[src/rtl/keccak_pkg.sv]
// Shared Keccak definitions for the squeeze path: mode encodings, rates,
// fixed SHA3 digest lengths, FSM states and the lane endian switch.
package keccak_pkg;

    typedef enum logic [1:0] {
        MODE_SHAKE128 = 2'd0,
        MODE_SHAKE256 = 2'd1,
        MODE_SHA3_256 = 2'd2,
        MODE_SHA3_512 = 2'd3
    } mode_e;

    typedef enum logic [1:0] {
        ST_IDLE      = 2'd0,
        ST_STREAM    = 2'd1,
        ST_PERM_REQ  = 2'd2,
        ST_PERM_WAIT = 2'd3
    } state_e;

    localparam int RATE_MAX      = 1344;
    localparam int RATE_SHAKE128 = 1344;
    localparam int RATE_SHAKE256 = 1088;
    localparam int RATE_SHA3_256 = 1088;
    localparam int RATE_SHA3_512 = 576;

    localparam logic [31:0] LEN_SHA3_256 = 32'd32;
    localparam logic [31:0] LEN_SHA3_512 = 32'd64;

    function automatic int unsigned rate_bits(input mode_e m);
        case (m)
            MODE_SHAKE128: return RATE_SHAKE128;
            MODE_SHAKE256: return RATE_SHAKE256;
            MODE_SHA3_256: return RATE_SHA3_256;
            default:       return RATE_SHA3_512;
        endcase
    endfunction

    // Rate arrives top-aligned with stream byte 0 in the top byte; reversing
    // every byte puts stream byte j at bits [8j+7:8j] for any output width.
    function automatic logic [RATE_MAX-1:0] endian_switch(input logic [RATE_MAX-1:0] v);
        logic [RATE_MAX-1:0] r;
        r = '0;
        for (int j = 0; j < RATE_MAX / 8; j++)
            r[8*j +: 8] = v[RATE_MAX-1-8*j -: 8];
        return r;
    endfunction

endpackage

[src/rtl/piso_buffer.sv]
// Parallel-in serial-out word buffer: loads a full block, presents the
// lowest word and shifts one word down per i_shift.
module piso_buffer #(
    parameter int WIDTH = 64,
    parameter int DEPTH = 21
) (
    input  logic                     clk,
    input  logic                     rst,
    input  logic                     i_load,
    input  logic                     i_shift,
    input  logic [WIDTH*DEPTH-1:0]   i_data,
    output logic [WIDTH-1:0]         o_word
);

    logic [WIDTH*DEPTH-1:0] r_buf;

    always_ff @(posedge clk or posedge rst) begin
        if (rst)
            r_buf <= '0;
        else if (i_load)
            r_buf <= i_data;
        else if (i_shift)
            r_buf <= {{WIDTH{1'b0}}, r_buf[WIDTH*DEPTH-1:WIDTH]};
    end

    assign o_word = r_buf[WIDTH-1:0];

endmodule

[src/rtl/squeeze_unit.sv]
// Keccak squeeze stage: streams rate blocks as W-bit words, requesting extra
// permutations as needed. Define SQUEEZE_KEEP_EN to add data_keep instead of zeroing tail bytes.
//
//  state        | meaning
//  ST_IDLE      | waiting for start
//  ST_STREAM    | presenting words of the current block
//  ST_PERM_REQ  | one-cycle perm_req pulse
//  ST_PERM_WAIT | waiting for perm_done to reload the buffer
module squeeze_unit
    import keccak_pkg::*;
#(
    parameter int W = 64
) (
    input  logic                clk,
    input  logic                rst,
    input  logic                start,
    input  logic [1:0]          mode_in,
    input  logic [31:0]         out_bytes_in,
    input  logic [RATE_MAX-1:0] rate_in,
    output logic                perm_req,
    input  logic                perm_done,
    output logic [W-1:0]        data_out,
    output logic                data_valid,
    input  logic                data_ready,
    output logic                data_last,
`ifdef SQUEEZE_KEEP_EN
    output logic [W/8-1:0]      data_keep,
`endif
    output logic                busy,
    output logic                done
);

    generate
        if (W != 32 && W != 64) begin : g_bad_width
            $error("squeeze_unit: W must be 32 or 64");
        end
    endgenerate

    localparam int          WB    = W / 8;
    localparam int          BW    = $clog2(WB);
    localparam int          DEPTH = RATE_MAX / W;
    localparam logic [31:0] WB32  = 32'(WB);

    state_e       r_state;
    logic [31:0]  r_rem;
    logic [5:0]   r_wcnt;
    logic [5:0]   r_depth_m1;
    logic         r_valid;
    logic         r_perm_req;
    logic         r_done;
    logic         r_busy;

    logic [31:0]  w_len;
    logic [5:0]   w_depth_m1;
    logic         w_hs;
    logic         w_last_word;
    logic         w_load;
    logic [BW-1:0] w_tail;
    logic         w_partial;
    logic [WB-1:0] w_mask;
    logic [W-1:0] w_word;

    always_comb begin
        case (mode_e'(mode_in))
            MODE_SHA3_256: w_len = LEN_SHA3_256;
            MODE_SHA3_512: w_len = LEN_SHA3_512;
            default:       w_len = out_bytes_in;
        endcase
    end

    assign w_depth_m1  = 6'(rate_bits(mode_e'(mode_in)) / W - 1);
    assign w_hs        = r_valid & data_ready;
    assign w_last_word = (r_rem <= WB32);
    assign w_load      = (r_state == ST_IDLE && start && w_len != 32'd0) ||
                         (r_state == ST_PERM_WAIT && perm_done);
    assign w_tail      = r_rem[BW-1:0];
    assign w_partial   = w_last_word && (w_tail != '0);

    always_comb begin
        w_mask = '1;
        if (w_partial)
            for (int i = 0; i < WB; i++)
                if (i >= int'(w_tail))
                    w_mask[i] = 1'b0;
    end

    piso_buffer #(
        .WIDTH(W),
        .DEPTH(DEPTH)
    ) u_piso (
        .clk    (clk),
        .rst    (rst),
        .i_load (w_load),
        .i_shift(w_hs),
        .i_data (endian_switch(rate_in)),
        .o_word (w_word)
    );

    always_ff @(posedge clk or posedge rst) begin
        if (rst) begin
            r_state    <= ST_IDLE;
            r_rem      <= '0;
            r_wcnt     <= '0;
            r_depth_m1 <= '0;
            r_valid    <= 1'b0;
            r_perm_req <= 1'b0;
            r_done     <= 1'b0;
            r_busy     <= 1'b0;
        end else begin
            r_done     <= 1'b0;
            r_perm_req <= 1'b0;
            case (r_state)
                ST_IDLE: begin
                    if (start) begin
                        if (w_len == 32'd0) begin
                            r_done <= 1'b1;
                        end else begin
                            r_state    <= ST_STREAM;
                            r_rem      <= w_len;
                            r_wcnt     <= '0;
                            r_depth_m1 <= w_depth_m1;
                            r_valid    <= 1'b1;
                            r_busy     <= 1'b1;
                        end
                    end
                end
                ST_STREAM: begin
                    if (w_hs) begin
                        // Last word wins over end-of-block: no permutation after the final word.
                        r_rem  <= w_last_word ? '0 : r_rem - WB32;
                        r_wcnt <= r_wcnt + 6'd1;
                        if (w_last_word) begin
                            r_state <= ST_IDLE;
                            r_valid <= 1'b0;
                            r_busy  <= 1'b0;
                            r_done  <= 1'b1;
                        end else if (r_wcnt == r_depth_m1) begin
                            r_state    <= ST_PERM_REQ;
                            r_valid    <= 1'b0;
                            r_perm_req <= 1'b1;
                        end
                    end
                end
                ST_PERM_REQ: begin
                    r_state <= ST_PERM_WAIT;
                end
                ST_PERM_WAIT: begin
                    if (perm_done) begin
                        r_state <= ST_STREAM;
                        r_wcnt  <= '0;
                        r_valid <= 1'b1;
                    end
                end
            endcase
        end
    end

`ifdef SQUEEZE_KEEP_EN
    assign data_out  = r_valid ? w_word : '0;
    assign data_keep = r_valid ? w_mask : '0;
`else
    always_comb begin
        data_out = '0;
        if (r_valid)
            for (int i = 0; i < WB; i++)
                data_out[8*i +: 8] = w_mask[i] ? w_word[8*i +: 8] : 8'h00;
    end
`endif

    assign data_valid = r_valid;
    assign data_last  = r_valid & w_last_word;
    assign perm_req   = r_perm_req;
    assign busy       = r_busy;
    assign done       = r_done;

endmodule
[config.mk]
export PLATFORM = sky130hd
export DESIGN_NAME = squeeze_unit
export DESIGN_NICKNAME = d
export VERILOG_FILES = /design/src/rtl/keccak_pkg.sv /design/src/rtl/piso_buffer.sv /design/src/rtl/squeeze_unit.sv
export SDC_FILE = /design/constraint.sdc
export NUM_CORES = 2
export LEC_CHECK = 0
export ABC_AREA = 1
export ABC_CLOCK_PERIOD_IN_PS = 47400
export CAP_MARGIN = 15
export CORE_AREA = 10 10 550 552
export CTS_BUF_LIST = sky130_fd_sc_hd__clkbuf_4
export CTS_CLUSTER_DIAMETER = 50
export DETAILED_ROUTE_END_ITERATION = 10
export DIE_AREA = 0 0 560 562
export PLACE_DENSITY_LB_ADDON = 0.05
export SYNTH_ARGS = -nofsm -noshare
export SYNTH_HDL_FRONTEND = slang
export SYNTH_HIERARCHICAL = 1
export SYNTH_SLANG_ARGS = --single-unit
export TNS_END_PERCENT = 1
[constraint.sdc]
create_clock -name clk -period 47.4 [get_ports clk]
set_clock_uncertainty 0.15 [all_clocks]
set_input_delay 7.11 -clock clk [delete_from_list [all_inputs] [get_ports clk]]
set_output_delay 7.11 -clock clk [all_outputs]
set_load 0.03 [all_outputs]
==> run summary <==
status = complete, no violations
startpoint type of the worst setup path = input port
number of detailed-routing iterations run before antenna repair = 5
Period minus WS final = 13.19 ns
number of cells produced by synthesis = 8006
count of non-filler cells in the finished layout = 13600
Avg Vias per Cell = 4.74
maximum root-to-sink buffer count = 4
final routed DRC violation total = 0
cell-internal power = 3.00 mW
Site Rows = 198
Gate power share = 36.4%
actual transition at the worst max-transition pin = 1.18 ns
initial antenna violation count = 361
number of hold buffers added after cts = 0
Critical Path RT = 48.47 ns
pwr/cell area = 61.9 mW/mm^2
gr ovfl total = 0
CTS H-tree lvls = 5
worst setup path startpoint = mode_in[1]
number of global-route vias before repair = 67000
number of setup violations in the final report = 0
Seq pwr share = 41.1%
synth top area cells = dfrtp_1, nand3_1, nand2_1
clock buffer count from CTS = 439
CP Max Fanout = 198
DRT iter0 DRCs = 4770
routed wire length per instance = 28.3 um
insertion delay of the later-clocked pin in the worst-skew pair = 1.37 ns
buffer cell driving the clock tree root = clkbuf_4
area of the mapped netlist = 0.0643 mm^2
setup fix buffers added after clock tree synthesis = 0
global-route wire length before repair = 529000 um
ports placed on the boundary = 1452
top-count cell post-synth = nand2_1
Max-Cap Viols = 0
fraction of the cycle the final worst path needs = 27.8%
unique cell type count in the Yosys netlist = 37
mean instance size in the synthesized netlist = 8.03 um^2
Final Hold Vio Count = 0
count of instances resized after the clock tree is built = 0
Global Route Usage Sum = 23.3%
layout cells sized above 1 = 7.95%
maximum number of pins on one net before global-route repair = 199
Net Sw Power = 2.35 mW
estimated wirelength of the detail-placed design = 289000 um
top cell type by total area after synthesis = dfrtp_1
launch instance of the worst register-to-register path = r_state[0]
final net count = 10700
number of sinks driven by the clock tree = 1391
Post-Route WL = 383000 um
relative slew slack = 21.1%
Core Region = 0.291 mm^2
die extent in x = 560 um
setup slack at placement = 32.90 ns
EDFF count, synth = 0
Power Total = 5.35 mW
Arr. time, crit path = 14.26 ns
number of warnings printed during yosys synthesis = 6
maximum vdd ir drop = 41.2 uV
RSZ-0062 raised after global routing = false
leakage power figure = 39.3 nW
number of buffer cells added on primary ports = 1451
clock tree from TritonCTS = done
floorplan die height = 562 um
DIE AREA = 0.315 mm^2
clock slew at reported path FFs = 0.07 ns
Vias = 64400
Max Transition Viols Final = 0
initial core utilization = 22.1%
endpoint type of the worst setup path = register
most instantiated cells after synthesis = nand2_1, nand3_1, dfrtp_1
power share of the clock group = 22.5%
Sum Neg Setup Slack = 0 ns
Hold Startpoint = u_piso/r_buf[454]
sequential element share of the synthesized area = 54.2%
remaining number of nets flagged by the antenna check after routing = 0
Synth async-reset ratio = 100%
area growth from synthesis to layout = 34.5%
switching power share of the total = 44.0%
maximum frequency from static timing analysis = 75.8 MHz
primary flip-flop cell chosen by synthesis mapping = dfrtp_1
area share of the largest cell type after synthesis = 54.2%
final hold slack = 0.283 ns
type of the worst setup path = in2reg
final estimated routing congestion in global placement = 0.879
worst hold-check path type = reg2reg
Syn Nets = 9397
Yosys reg bits = 1391
Cells after DPL = 12800
smallest setup slack after layout = 34.21 ns
==> registers in the layout, indices dropped and copies added (netlist names) <==
signal / flops
data_valid: 1
r_wcnt: 6
u_piso/r_buf: 1344
r_state: 2
r_rem: 32
done: 1
busy: 1
perm_req: 1
r_depth_m1: 3
==> power groups by stage <==
stage / clock network (mW) / logic, mW / registers [mW]
2_1_floorplan: 0 / 1.39 / 2.00
3_3_place_gp: 0 / 1.96 / 2.23
3_5_place_dp: 0 / 1.98 / 2.23
4_1_cts: 1.26 / 1.99 / 2.21
5_1_grt: 1.32 / 2.19 / 2.26
6_report: 1.20 / 1.94 / 2.20
==> worst paths after layout <==
kind	cells past startpoint	slack, ns	to
max	17	34.21	u_piso/r_buf[1163]
min	2	0.28	u_piso/r_buf[390]
max reg2reg	11	40.89	u_piso/r_buf[1163]
min reg2reg	2	0.28	u_piso/r_buf[390]
max in group asynchronous	6	37.25	u_piso/r_buf[112]
min in group asynchronous	2	6.17	u_piso/r_buf[349]
==> per-stage QoR <==
stage / instance area [um^2] / util, %
2_1_floorplan: 64300 / -
3_3_place_gp: 81000 / 27.9
3_5_place_dp: 81000 / 27.9
4_1_cts: 86200 / 29.7
5_1_grt: 86300 / 29.7
6_report: 86400 / 29.7
==> routing by layer <==
metal | track usage, % | share of wire [%] | routed length (um)
met1 | 27.0 | 39 | 150000
met2 | 40.5 | 50 | 191000
met3 | 7.16 | 7.3 | 27800
met4 | 8.15 | 3.5 | 13400
met5 | 0 | 0.32 | 1250
==> cell families after synthesis <==
group / count (synthesis) / share of synthesized area [%]
AOI/OAI and AO/OA: 65 / 0.613
xor gates and xnor gates: 22 / 0.300
adders and majority gates: 8 / 0.156
buffers and inverters: 762 / 5.95
DFF: 1391 / 54.2
and+or+nand+nor: 5758 / 38.8
==> worst max-delay path: stages <==
cell             delay (ns)
clkdlybuf4s50_1        0.74
inv_4                  0.24
nand2_1                0.16
nand2_1                0.07
nor2_1                 0.15
nand2_1                0.08
nor2_2                 0.18
nand2_1                0.08
nand3_1                0.24
nand2_4                0.37
nor2_4                 0.87
buf_4                  0.89
buf_12                 0.73
buf_4                  0.83
buf_12                 0.64
nand2_1                0.11
nand3_1                0.12
==> layout make-up <==
type	instances	area [um^2]
flip-flops and latches	1391	34800
clock inverters	91	556
inverters	96	388
fillers	32100	204000
diodes	90	225
multi-input cells	5853	25600
well taps	3900	4880
repair buffers	1530	15300
clock buffers	619	4650
==> cell usage in the layout (no fill, tap or decap), types with 4 or more instances in the layout <==
| master | synthesis | routed |
|---|---|---|
| a21oi_1 | 12 | 12 |
| o22ai_1 | 7 | 7 |
| buf_12 | 0 | 14 |
| clkinv_2 | 0 | 5 |
| xor2_1 | 16 | 16 |
| xnor2_1 | 6 | 6 |
| nor2_1 | 174 | 174 |
| nor2_2 | 4 | 4 |
| ha_1 | 8 | 8 |
| o21ai_0 | 25 | 25 |
| diode_2 | 0 | 90 |
| clkinv_1 | 1 | 59 |
| nand3_1 | 2596 | 2596 |
| buf_4 | 95 | 65 |
| clkdlybuf4s50_1 | 0 | 1451 |
| inv_1 | 91 | 88 |
| inv_6 | 0 | 9 |
| o21ai_2 | 9 | 9 |
| bufinv_16 | 0 | 4 |
| inv_8 | 0 | 4 |
| inv_2 | 2 | 6 |
| dfrtp_1 | 1391 | 1391 |
| clkinvlp_4 | 0 | 6 |
| clkbuf_4 | 0 | 619 |
| nand2_1 | 2968 | 2967 |
| o21ai_1 | 6 | 6 |
Power figures use the tool's default switching activity.
